[src/rtl/codma_pkg.sv]
// Shared CODMA definitions: responder state encoding, burst size codes and
// the size-code to beat-count mapping used by both engine and memory sides.
package codma_pkg;

  typedef enum logic [2:0] {
    RSP_IDLE,
    RSP_READ,
    RSP_RDRAIN,
    RSP_WRITE,
    RSP_RESP,
    RSP_ERR
  } rsp_state_t;

  localparam logic [7:0] SIZE_8B  = 8'd3;
  localparam logic [7:0] SIZE_16B = 8'd8;
  localparam logic [7:0] SIZE_32B = 8'd9;

  localparam int RSP_WORDS = 8;

  // Zero marks an unsupported size code.
  function automatic logic [3:0] size_to_beats(input logic [7:0] size);
    case (size)
      SIZE_8B:  return 4'd2;
      SIZE_16B: return 4'd4;
      SIZE_32B: return 4'd8;
      default:  return 4'd0;
    endcase
  endfunction

endpackage

[src/rtl/codma_req_check.sv]
// Combinational burst request checker: beat count, alignment and range
// against a memory of 2^MEM_AW 32-bit words starting at byte 0.
module codma_req_check
  import codma_pkg::*;
#(
  parameter int MEM_AW = 10
) (
  input  logic [31:0] addr,
  input  logic [7:0]  size,
  output logic [3:0]  beats,
  output logic        error
);

  logic [32:0] end_word;
  logic [32:0] mem_words;

  // 33-bit sum so a start address near 4 GiB cannot wrap into range.
  always_comb begin
    beats     = size_to_beats(size);
    end_word  = {3'b000, addr[31:2]} + {29'd0, beats};
    mem_words = 33'd1 << MEM_AW;
    error     = (beats == 4'd0) || (addr[1:0] != 2'b00) || (end_word > mem_words);
  end

endmodule

[src/rtl/codma_mem_responder.sv]
// Memory-side responder for CODMA bursts: runs one checked read or write
// burst against a single-port synchronous SRAM and returns a one-cycle response.
module codma_mem_responder
  import codma_pkg::*;
#(
  parameter int MEM_AW = 10
) (
  input  logic                  clk_i,
  input  logic                  reset_n_i,
  input  logic                  req_valid_i,
  output logic                  req_ready_o,
  input  logic                  req_write_i,
  input  logic [31:0]           req_addr_i,
  input  logic [7:0]            req_size_i,
  input  logic [7:0][31:0]      req_wdata_i,
  output logic                  rsp_valid_o,
  output logic                  rsp_error_o,
  output logic [7:0][31:0]      rsp_rdata_o,
  output logic                  mem_en_o,
  output logic                  mem_we_o,
  output logic [MEM_AW-1:0]     mem_addr_o,
  output logic [31:0]           mem_wdata_o,
  input  logic [31:0]           mem_rdata_i
);

  rsp_state_t            state, state_nxt;
  logic [2:0]            beat_cnt, beat_cnt_nxt;
  logic [3:0]            n_beats;
  logic [MEM_AW-1:0]     base_addr;
  logic [7:0][31:0]      wbuf;
  logic [3:0]            chk_beats;
  logic                  chk_error;
  logic                  accept;
  logic                  last_beat;

  logic                  ready_nxt, valid_nxt, error_nxt, en_nxt, we_nxt;
  logic [MEM_AW-1:0]     addr_nxt;
  logic [31:0]           wdata_nxt;

  codma_req_check #(.MEM_AW(MEM_AW)) u_check (
    .addr  (req_addr_i),
    .size  (req_size_i),
    .beats (chk_beats),
    .error (chk_error)
  );

  assign accept    = req_valid_i && req_ready_o;
  assign last_beat = ({1'b0, beat_cnt} == (n_beats - 4'd1));

  always_ff @(posedge clk_i or negedge reset_n_i) begin
    if (!reset_n_i) begin
      state       <= RSP_IDLE;
      beat_cnt    <= 3'd0;
      n_beats     <= 4'd0;
      base_addr   <= '0;
      wbuf        <= '0;
      req_ready_o <= 1'b1;
      rsp_valid_o <= 1'b0;
      rsp_error_o <= 1'b0;
      rsp_rdata_o <= '0;
      mem_en_o    <= 1'b0;
      mem_we_o    <= 1'b0;
      mem_addr_o  <= '0;
      mem_wdata_o <= '0;
    end else begin
      state       <= state_nxt;
      beat_cnt    <= beat_cnt_nxt;
      req_ready_o <= ready_nxt;
      rsp_valid_o <= valid_nxt;
      rsp_error_o <= error_nxt;
      mem_en_o    <= en_nxt;
      mem_we_o    <= we_nxt;
      mem_addr_o  <= addr_nxt;
      mem_wdata_o <= wdata_nxt;
      if (accept && !chk_error) begin
        base_addr <= req_addr_i[MEM_AW+1:2];
        n_beats   <= chk_beats;
        wbuf      <= req_wdata_i;
        if (!req_write_i) begin
          for (int k = 0; k < RSP_WORDS; k++) begin
            if (k >= int'(chk_beats)) rsp_rdata_o[k] <= '0;
          end
        end
      end
      // SRAM data lags its address by one cycle, so capture trails issue by one beat.
      if (state == RSP_READ && beat_cnt != 3'd0) begin
        rsp_rdata_o[beat_cnt - 3'd1] <= mem_rdata_i;
      end
      if (state == RSP_RDRAIN) begin
        rsp_rdata_o[n_beats[2:0] - 3'd1] <= mem_rdata_i;
      end
    end
  end

  always_comb begin
    state_nxt = state;
    case (state)
      RSP_IDLE: begin
        if (accept) begin
          if (chk_error)        state_nxt = RSP_ERR;
          else if (req_write_i) state_nxt = RSP_WRITE;
          else                  state_nxt = RSP_READ;
        end
      end
      RSP_READ:   if (last_beat) state_nxt = RSP_RDRAIN;
      RSP_RDRAIN: state_nxt = RSP_RESP;
      RSP_WRITE:  if (last_beat) state_nxt = RSP_RESP;
      RSP_RESP:   state_nxt = RSP_IDLE;
      RSP_ERR:    state_nxt = RSP_IDLE;
      default:    state_nxt = RSP_IDLE;
    endcase
  end

  always_comb begin
    ready_nxt    = 1'b0;
    valid_nxt    = 1'b0;
    error_nxt    = 1'b0;
    en_nxt       = 1'b0;
    we_nxt       = 1'b0;
    addr_nxt     = mem_addr_o;
    wdata_nxt    = mem_wdata_o;
    beat_cnt_nxt = beat_cnt;
    case (state)
      RSP_IDLE: begin
        ready_nxt = 1'b1;
        if (accept) begin
          ready_nxt = 1'b0;
          if (chk_error) begin
            valid_nxt = 1'b1;
            error_nxt = 1'b1;
          end else begin
            en_nxt       = 1'b1;
            we_nxt       = req_write_i;
            addr_nxt     = req_addr_i[MEM_AW+1:2];
            wdata_nxt    = req_wdata_i[0];
            beat_cnt_nxt = 3'd0;
          end
        end
      end
      RSP_READ, RSP_WRITE: begin
        if (last_beat) begin
          valid_nxt = (state == RSP_WRITE);
        end else begin
          en_nxt       = 1'b1;
          we_nxt       = (state == RSP_WRITE);
          beat_cnt_nxt = beat_cnt + 3'd1;
          addr_nxt     = base_addr + MEM_AW'(beat_cnt) + MEM_AW'(1);
          wdata_nxt    = wbuf[beat_cnt + 3'd1];
        end
      end
      RSP_RDRAIN: valid_nxt = 1'b1;
      RSP_RESP, RSP_ERR: ready_nxt = 1'b1;
      default: ready_nxt = 1'b0;
    endcase
  end

endmodule

[config.mk]
export PLATFORM = sky130hd
export DESIGN_NAME = codma_mem_responder
export DESIGN_NICKNAME = d
export VERILOG_FILES = /design/src/rtl/codma_pkg.sv /design/src/rtl/codma_req_check.sv /design/src/rtl/codma_mem_responder.sv
export SDC_FILE = /design/constraint.sdc
export NUM_CORES = 1
export LEC_CHECK = 0
export CORE_MARGIN = 4
export CORE_UTILIZATION = 30
export DETAILED_ROUTE_END_ITERATION = 10
export GPL_TIMING_DRIVEN = 0
export SLEW_MARGIN = 0
export SYNTH_ARGS = -nofsm -noshare
export SYNTH_HDL_FRONTEND = slang
export SYNTH_SLANG_ARGS = --single-unit
[constraint.sdc]
create_clock -name clk_i -period 3.2 [get_ports clk_i]
set_clock_uncertainty 0.15 [all_clocks]
set_input_delay 0.48 -clock clk_i [delete_from_list [all_inputs] [get_ports clk_i]]
set_output_delay 0.48 -clock clk_i [all_outputs]
set_load 0.01 [all_outputs]
==> results of run 1 <==
-- per-stage QoR --
step / area [sq um] / util
2_1_floorplan: 25200 / -
3_3_place_gp: 32500 / 0.395
3_5_place_dp: 32700 / 0.397
4_1_cts: 36800 / 0.447
5_1_grt: 37800 / 0.459
6_report: 37800 / 0.459
-- worst register-to-register path, stage by stage (launching register included) --
cell,delay [ns]
sky130_fd_sc_hd__dfrtp_1,0.34
sky130_fd_sc_hd__clkbuf_1,0.27
sky130_fd_sc_hd__buf_1,0.75
sky130_fd_sc_hd__buf_1,0.94
sky130_fd_sc_hd__mux4_2,0.63
sky130_fd_sc_hd__mux2i_1,0.13
sky130_fd_sc_hd__o21ai_0,0.13
sky130_fd_sc_hd__mux2_2,0.30
-- cells by family after synthesis --
kind of cell / count (synthesis) / share of synthesized area
flip-flops: 578 / 0.578
XOR/XNOR: 16 / 0.00560
AND/OR/NAND/NOR: 167 / 0.0352
AO/OA/AOI/OAI: 302 / 0.101
buffers and inverters: 162 / 0.0341
adder cells (fa/ha/maj): 15 / 0.00810
multiplexers: 470 / 0.238
-- cell type report --
cell class,instances,share of cell area
diodes,13,0.000860
well taps,1070,0.0354
clock buffers,100,0.0527
multi-input cells,970,0.285
plain buffers,142,0.0337
clock inverters,22,0.00847
repair buffers,694,0.200
flip-flops and latches,578,0.383
inverters,19,0.00189
-- power breakdown --
part | leakage (nW) | switching, mW | internal [mW]
Clock | 1.11 | 3.29 | 4.63
Combinational | 8.06 | 5.92 | 6.60
Sequential | 7.59 | 1.12 | 9.17
-- layout by cell type (no fill, tap or decap), drive strengths merged, types with 13 or more instances in the layout --
cell type	synthesis	final
clkbuf	41	151
o21ai	50	50
buf	102	186
mux4	64	64
clkdlybuf4s50	0	591
nand2	60	60
nand3	15	15
ha	13	13
dfrtp	577	577
mux2	372	372
mux2i	34	34
diode	0	13
inv	19	22
a22o	195	195
nor2	23	23
-- routing by layer --
| metal | vias up | track usage | part of all wire |
|---|---|---|---|
| li1 | 7925 | - | - |
| met4 | 36 | 0.0676 | 0.034 |
| met5 | - | 0 | 0.0024 |
| met3 | 191 | 0.0817 | 0.090 |
| met1 | 9683 | 0.251 | 0.38 |
| met2 | 797 | 0.366 | 0.49 |
-- sequential cells by signal, summed over array words and instances (netlist names) --
name	cells
wbuf	256
n_beats	3
base_addr	10
mem_addr_o	10
rsp_rdata_o	256
rsp_error_o	1
state	3
rsp_valid_o	1
mem_wdata_o	32
beat_cnt	3
req_ready_o	1
mem_en_o	1
mem_we_o	1
-- how the worst max path moves through the flow --
stage                  startpoint              end
detailed placement  req_size_i[0]  mem_wdata_o[28]
finish              req_size_i[5]        wbuf[167]
global route        req_size_i[5]        wbuf[161]
floorplan           req_size_i[3]     base_addr[2]
global placement        reset_n_i  rsp_rdata_o[35]
CTS                 req_size_i[2]        wbuf[181]
-- timing repair --
action	CTS	global route
gates cloned	17	18
pin swaps	10	11
setup buffers	35	19
endpoints found under the setup margin	576	576
endpoints found under the hold margin	97	0
gates resized for setup	285	137
hold buffers	1	0
==> flow_summary.yaml, run 1 <==
worst_setup_path:
  cpPeakStageDelay_ns: 0.52
  critical_path_arrival_ns: 4.48
  end_of_the_worst_register_to_register_path: "mem_wdata_o[21]"
  crit_path_max_fanout: 10
  setup.worst_path.start_class: "input port"
  rr_worst_depth: 7
  critical-path-slowest-cell: "sky130_fd_sc_hd__or4b_4"
  crit_path_cell_trace: "buf_6 -> nor3_4 -> and3_4 -> ha_4 -> inv_2 -> fa_2 -> nand2b_4 -> a21oi_4 -> a31oi_1 -> o31ai_2 -> or4b_4 -> nor4_4 -> buf_4 -> and2_4 -> buf_12 -> buf_16 -> buf_4 -> buf_16 -> mux2_1"
  timing.critical_path.required_ns: 3.52
  critical_path.top_delay_family: "simple AND/OR/NAND/NOR gates"
  cp-end-kind: "flip-flop"
  worstSetupPathType: "input port to flip-flop"
  r2r_start: "beat_cnt[0]"
  rrSetupSlack_ns: -0.54
  cp.buffers_inverters: 7
  cp_num_cells: 19
timing:
  timing.max_slew.rel_slack: 0.137
  fin_setup_tns_ns: -399.25
  final_critical_path_setup_slack_ns: -0.958
  maximum_operating_frequency_mhz: 240
  final-hold-violation-count: 0
  worst_slew_pin_slew_ns: 1.29
  min_period_over_period: 1.30
  layout_min_cycle_time_ns: 4.16
  grt_setup_unrepaired: "yes"
  final-max-slew-violation-count: 0
  worst_hold_slack_ns: 0.108
  setup_viol_count_final: 522
hold_path:
  min_path_cells: 3
  min_from: "req_addr_i[10]"
  hold_end: "base_addr[8]"
  hold_path_class: "input port to flip-flop"
layout:
  filler_cell_count: 7248
  layout-drive-gt1-share: 0.288
  area_delta_synth_final_pct: 51.0
  fin_cells: 3608
  seq_area_sq_um: 14500
  finish.net_count: 2820
  multiInputGateArea_sq_um: 10800
die:
  design.core.area_sq_um: 82400
  die_x_microns: 297
  die_area_sq_um: 88100
  floorplan.initialDensity: 0.304
  die_outline_height_microns: 297
  io_pins: 635
  fp-row-count: 105
placement:
  post-dp-hpwl_microns: 69600
  pre_cts_ws_ns: -2.86
  buffer_ports.inserted: 600
  gpl.final_weighted_congestion: 0.883
  placedCellCount: 3387
logic_synthesis:
  synth.cell_area_sq_um: 25000
  netlist-cell-type-count: 65
  synth_ff_type: "sky130_fd_sc_hd__dfrtp_1"
  synth_most_common_cell: "sky130_fd_sc_hd__dfrtp_1"
  synth_enable_flop_cells: 0
  synthArstFlopShare: 1.00
  synth.ff_latch_count: 578
  seq_area_frac_synth: 0.578
  yosys-top-cells-count: "sky130_fd_sc_hd__dfrtp_1, sky130_fd_sc_hd__mux2_1, sky130_fd_sc_hd__a22o_1"
  synth_cells: 1710
  yosysTopAreaCellShare: 0.577
  avgSynthCellArea_sq_um: 14.6
  synth_fp_nets: 2057
  yosys_warnings: 0
  cells_taking_the_most_area_after_synthesis: "sky130_fd_sc_hd__dfrtp_1, sky130_fd_sc_hd__mux2_1, sky130_fd_sc_hd__mux2_2"
  synthDominantAreaCellType: "sky130_fd_sc_hd__dfrtp_1"
global_route:
  grt.overflow.total: 0
  number_of_global_route_vias_before_repair: 20200
  grt_start_max_net_pins: 127
  antenna_found_initial: 30
  grt_first_pass_wirelength_microns: 142000
  grt_util_all_layers: 0.215
detailed_routing:
  via_per_inst: 5.16
  drc: 0
  drtAntennaViolNets: 0
  first_pass_iteration_count_of_the_detailed_router: 4
  finalWirelength_microns: 100000
  wl_per_cell_microns: 27.8
  drt_iter0_markers: 1025
  route.vias.total: 18600
cts:
  clock_sinks: 578
  clock_tree_from_tritoncts: "built"
  cts_made_buffers: 68
  clk_pin_slew_ns: 0.05
  cts_max_level: 3
  clock_insertion_delay_worst_skew_ns: 0.61
  max-clock-path-buffers: 3
  cts.root.buffer_cell: "sky130_fd_sc_hd__clkbuf_16"
pwr:
  leakagePower_nw: 16.8
  irDropWorstVdd_mv: 0.604
  pwr_density_cell_nw_per_um2: 813
  total_power_mw: 30.7
run_status:
  violations: "negative setup slack"
  result_of_the_run: "finished with violations"
run:
  max-cap-violations: 0
No activity file was read; power rests on OpenSTA's default activity.
==> run 2: changes to the inputs <==
CORE_ASPECT_RATIO = 1.75   (was default)
==> run 2 against run 1 <==
  * The run still ends with negative setup slack left
  * Total power shrank 3.0%
  * Worst hold slack got worse by 0.021 ns
  * Sequential share of layout area up 0.69 points
  * Largest power group unchanged
  * Flip-flop and latch count did not move
  * Cell count down 1.0%
  * Critical endpoint is now wbuf[164]
  * Worst setup slack gained 0.076 ns
  * Utilization decreased by 0.85 points
  * Clock power shrank 14%
  * Die area increased by 0.20%
  * Count of clock-buffer cells in the layout down 20
  * Non-clock buffer count did not move
  * Highest routed layer unchanged
  * First-iteration DRC count fell by 6.4%
==> flow_summary.yaml, run 2 (synthesis gave the netlist of run 1 again) <==
pwr:
  leakagePower_nw: 16.6
  total_power_mw: 29.8
  pwr_density_cell_nw_per_um2: 803
  irDropWorstVdd_mv: 0.627
layout:
  seq_area_sq_um: 14500
  layout.cells.most_common_list: "sky130_fd_sc_hd__clkdlybuf4s50_1, sky130_fd_sc_hd__dfrtp_1, sky130_fd_sc_hd__a22o_1"
  final_common_cell: "sky130_fd_sc_hd__clkdlybuf4s50_1"
  top_regs: "rsp_rdata_o (256), wbuf (256), mem_wdata_o (32)"
  layout-drive-gt1-share: 0.279
  final_design_area_no_fill_sq_um: 37100
  finish.net_count: 2808
  multiInputGateArea_sq_um: 10600
  filler_cell_count: 7413
  area_delta_synth_final_pct: 48.4
detailed_routing:
  first_pass_iteration_count_of_the_detailed_router: 5
  met2_wirelength_microns: 51300
  route.met3.wl_microns: 9050
  drt_iter0_markers: 959
  drtAntennaViolNets: 0
  route.vias.total: 18300
  top_signal_layer_used: "met5"
  via_per_inst: 5.13
  wl_per_cell_microns: 28.4
  finalWirelength_microns: 102000
  drc: 0
  wl_met1_microns: 36900
cts:
  clock_sinks: 578
  max-clock-path-buffers: 3
  clock_insertion_delay_worst_skew_ns: 0.64
  cts_max_level: 2
  cts_made_buffers: 56
  clk_pin_slew_ns: 0.07
  clock_tree_from_tritoncts: "built"
  cts.root.buffer_cell: "sky130_fd_sc_hd__clkbuf_16"
worst_setup_path:
  worstSetupPathType: "input port to flip-flop"
  critical_path_arrival_ns: 4.43
  crit_path_max_fanout: 7
  cp-end-kind: "flip-flop"
  setup.worst_path.start_class: "input port"
  timing.critical_path.required_ns: 3.55
timing:
  worst_slew_pin_slew_ns: 1.11
  setup_viol_count_final: 572
  final-max-slew-violation-count: 0
  grt_setup_unrepaired: "yes"
  maximum_operating_frequency_mhz: 245
  layout_min_cycle_time_ns: 4.08
  final_critical_path_setup_slack_ns: -0.882
  timing.max_slew.rel_slack: 0.259
  min_period_over_period: 1.28
  worst_hold_slack_ns: 0.0871
  final-hold-violation-count: 0
run_status:
  violations: "negative setup slack"
  result_of_the_run: "finished with violations"
global_route:
  grt_first_pass_wirelength_microns: 145000
  grt_start_max_net_pins: 121
  number_of_global_route_vias_before_repair: 21000
  antenna_found_initial: 19
  grt.overflow.total: 0
  grt_util_all_layers: 0.221
hold_path:
  hold_path_class: "input port to flip-flop"
placement:
  place_area_sq_um: 32700
  post-dp-hpwl_microns: 72800
  gpl.final_weighted_congestion: 0.868
  buffer_ports.inserted: 600
die:
  die_area_sq_um: 88300
  floorplan.initialDensity: 0.304
  die_x_microns: 226
  design.core.area_sq_um: 82400
  die_outline_height_microns: 390
  fp-row-count: 139
  io_pins: 635
run:
  max-cap-violations: 0
run 2: cell types whose count changed in the layout (fill, tap and decap cells not counted), sizes merged:
cell,delta
bufbuf,-1
inv,-2
clkdlybuf4s15,+3
clkbuf,-25
clkinvlp,-4
dlygate4sd3,+1
dlygate4sd2,+1
clkinv,+4
diode,-2
buf,+2
clkdlybuf4s50,-1
run 2: final timing paths:
kind	start	end	slack (ns)	cells past startpoint
min	req_size_i[0]	n_beats[2]	0.09	4
max	req_size_i[5]	wbuf[164]	-0.88	19
min in group asynchronous	reset_n_i	mem_wdata_o[18]	0.29	2
max in group asynchronous	reset_n_i	rsp_rdata_o[14]	1.07	4
max reg2reg	beat_cnt[0]	mem_wdata_o[17]	-0.52	9
min reg2reg	wbuf[91]	wbuf[91]	0.33	1
run 2: timing repair:
| item | CTS | global route |
|---|---|---|
| endpoints found under the hold margin | 71 | 0 |
| setup buffers | 47 | 18 |
| pin swaps | 15 | 14 |
| resized for setup | 339 | 55 |
| cloned | 19 | 9 |
| hold buffers | 2 | 0 |
| endpoints found under the setup margin | 576 | 574 |
run 2: layout make-up:
| type | count | area share |
|---|---|---|
| clock buffers | 80 | 0.0440 |
| plain buffers | 138 | 0.0335 |
| multi-input cells | 970 | 0.286 |
| flip-flops and latches | 578 | 0.389 |
| repair buffers | 698 | 0.203 |
| clock inverters | 20 | 0.00603 |
| inverters | 19 | 0.00192 |
| well taps | 1057 | 0.0356 |
| diodes | 11 | 0.000741 |
run 2: routing by layer:
| layer | global-route usage | up-vias |
|---|---|---|
| li1 | - | 7880 |
| met3 | 0.0767 | 188 |
| met4 | 0.0811 | 8 |
| met5 | 0 | - |
| met1 | 0.244 | 9468 |
| met2 | 0.392 | 770 |
run 2: power by group:
group          total (mW)  internal, mW  switching, mW
clock                6.85          3.80           3.05
sequential           10.3          9.16           1.12
combinational        12.7          6.69           6.00
total                29.8          19.6           10.2
run 2: worst max-delay path, stage by stage:
cell and delay (ns):
sky130_fd_sc_hd__buf_6 0.10, sky130_fd_sc_hd__nor3_4 0.25, sky130_fd_sc_hd__and3_4 0.27, sky130_fd_sc_hd__ha_4 0.14, sky130_fd_sc_hd__inv_2 0.04, sky130_fd_sc_hd__fa_2 0.37
sky130_fd_sc_hd__nand2b_4 0.19, sky130_fd_sc_hd__a21oi_4 0.19, sky130_fd_sc_hd__a31oi_1 0.12, sky130_fd_sc_hd__o31ai_2 0.36, sky130_fd_sc_hd__or4b_4 0.52, sky130_fd_sc_hd__nor4_4 0.14
sky130_fd_sc_hd__buf_4 0.19, sky130_fd_sc_hd__and2_4 0.22, sky130_fd_sc_hd__buf_6 0.14, sky130_fd_sc_hd__buf_16 0.14, sky130_fd_sc_hd__buf_12 0.11, sky130_fd_sc_hd__buf_16 0.13
sky130_fd_sc_hd__mux2_4 0.30
run 2: stage by stage:
step                       util  worst slack [ns]   TNS, ns  std cells
final                     0.451            -0.882   -367.67       3571
after floorplan               -             -1.13   -535.58       1710
after global placement    0.395            -24.23         -       3367
after CTS                 0.445            -0.815   -372.83       3541
after global routing      0.450            -0.958   -424.72       3565
after detailed placement  0.397             -2.90  -1430.36       3375
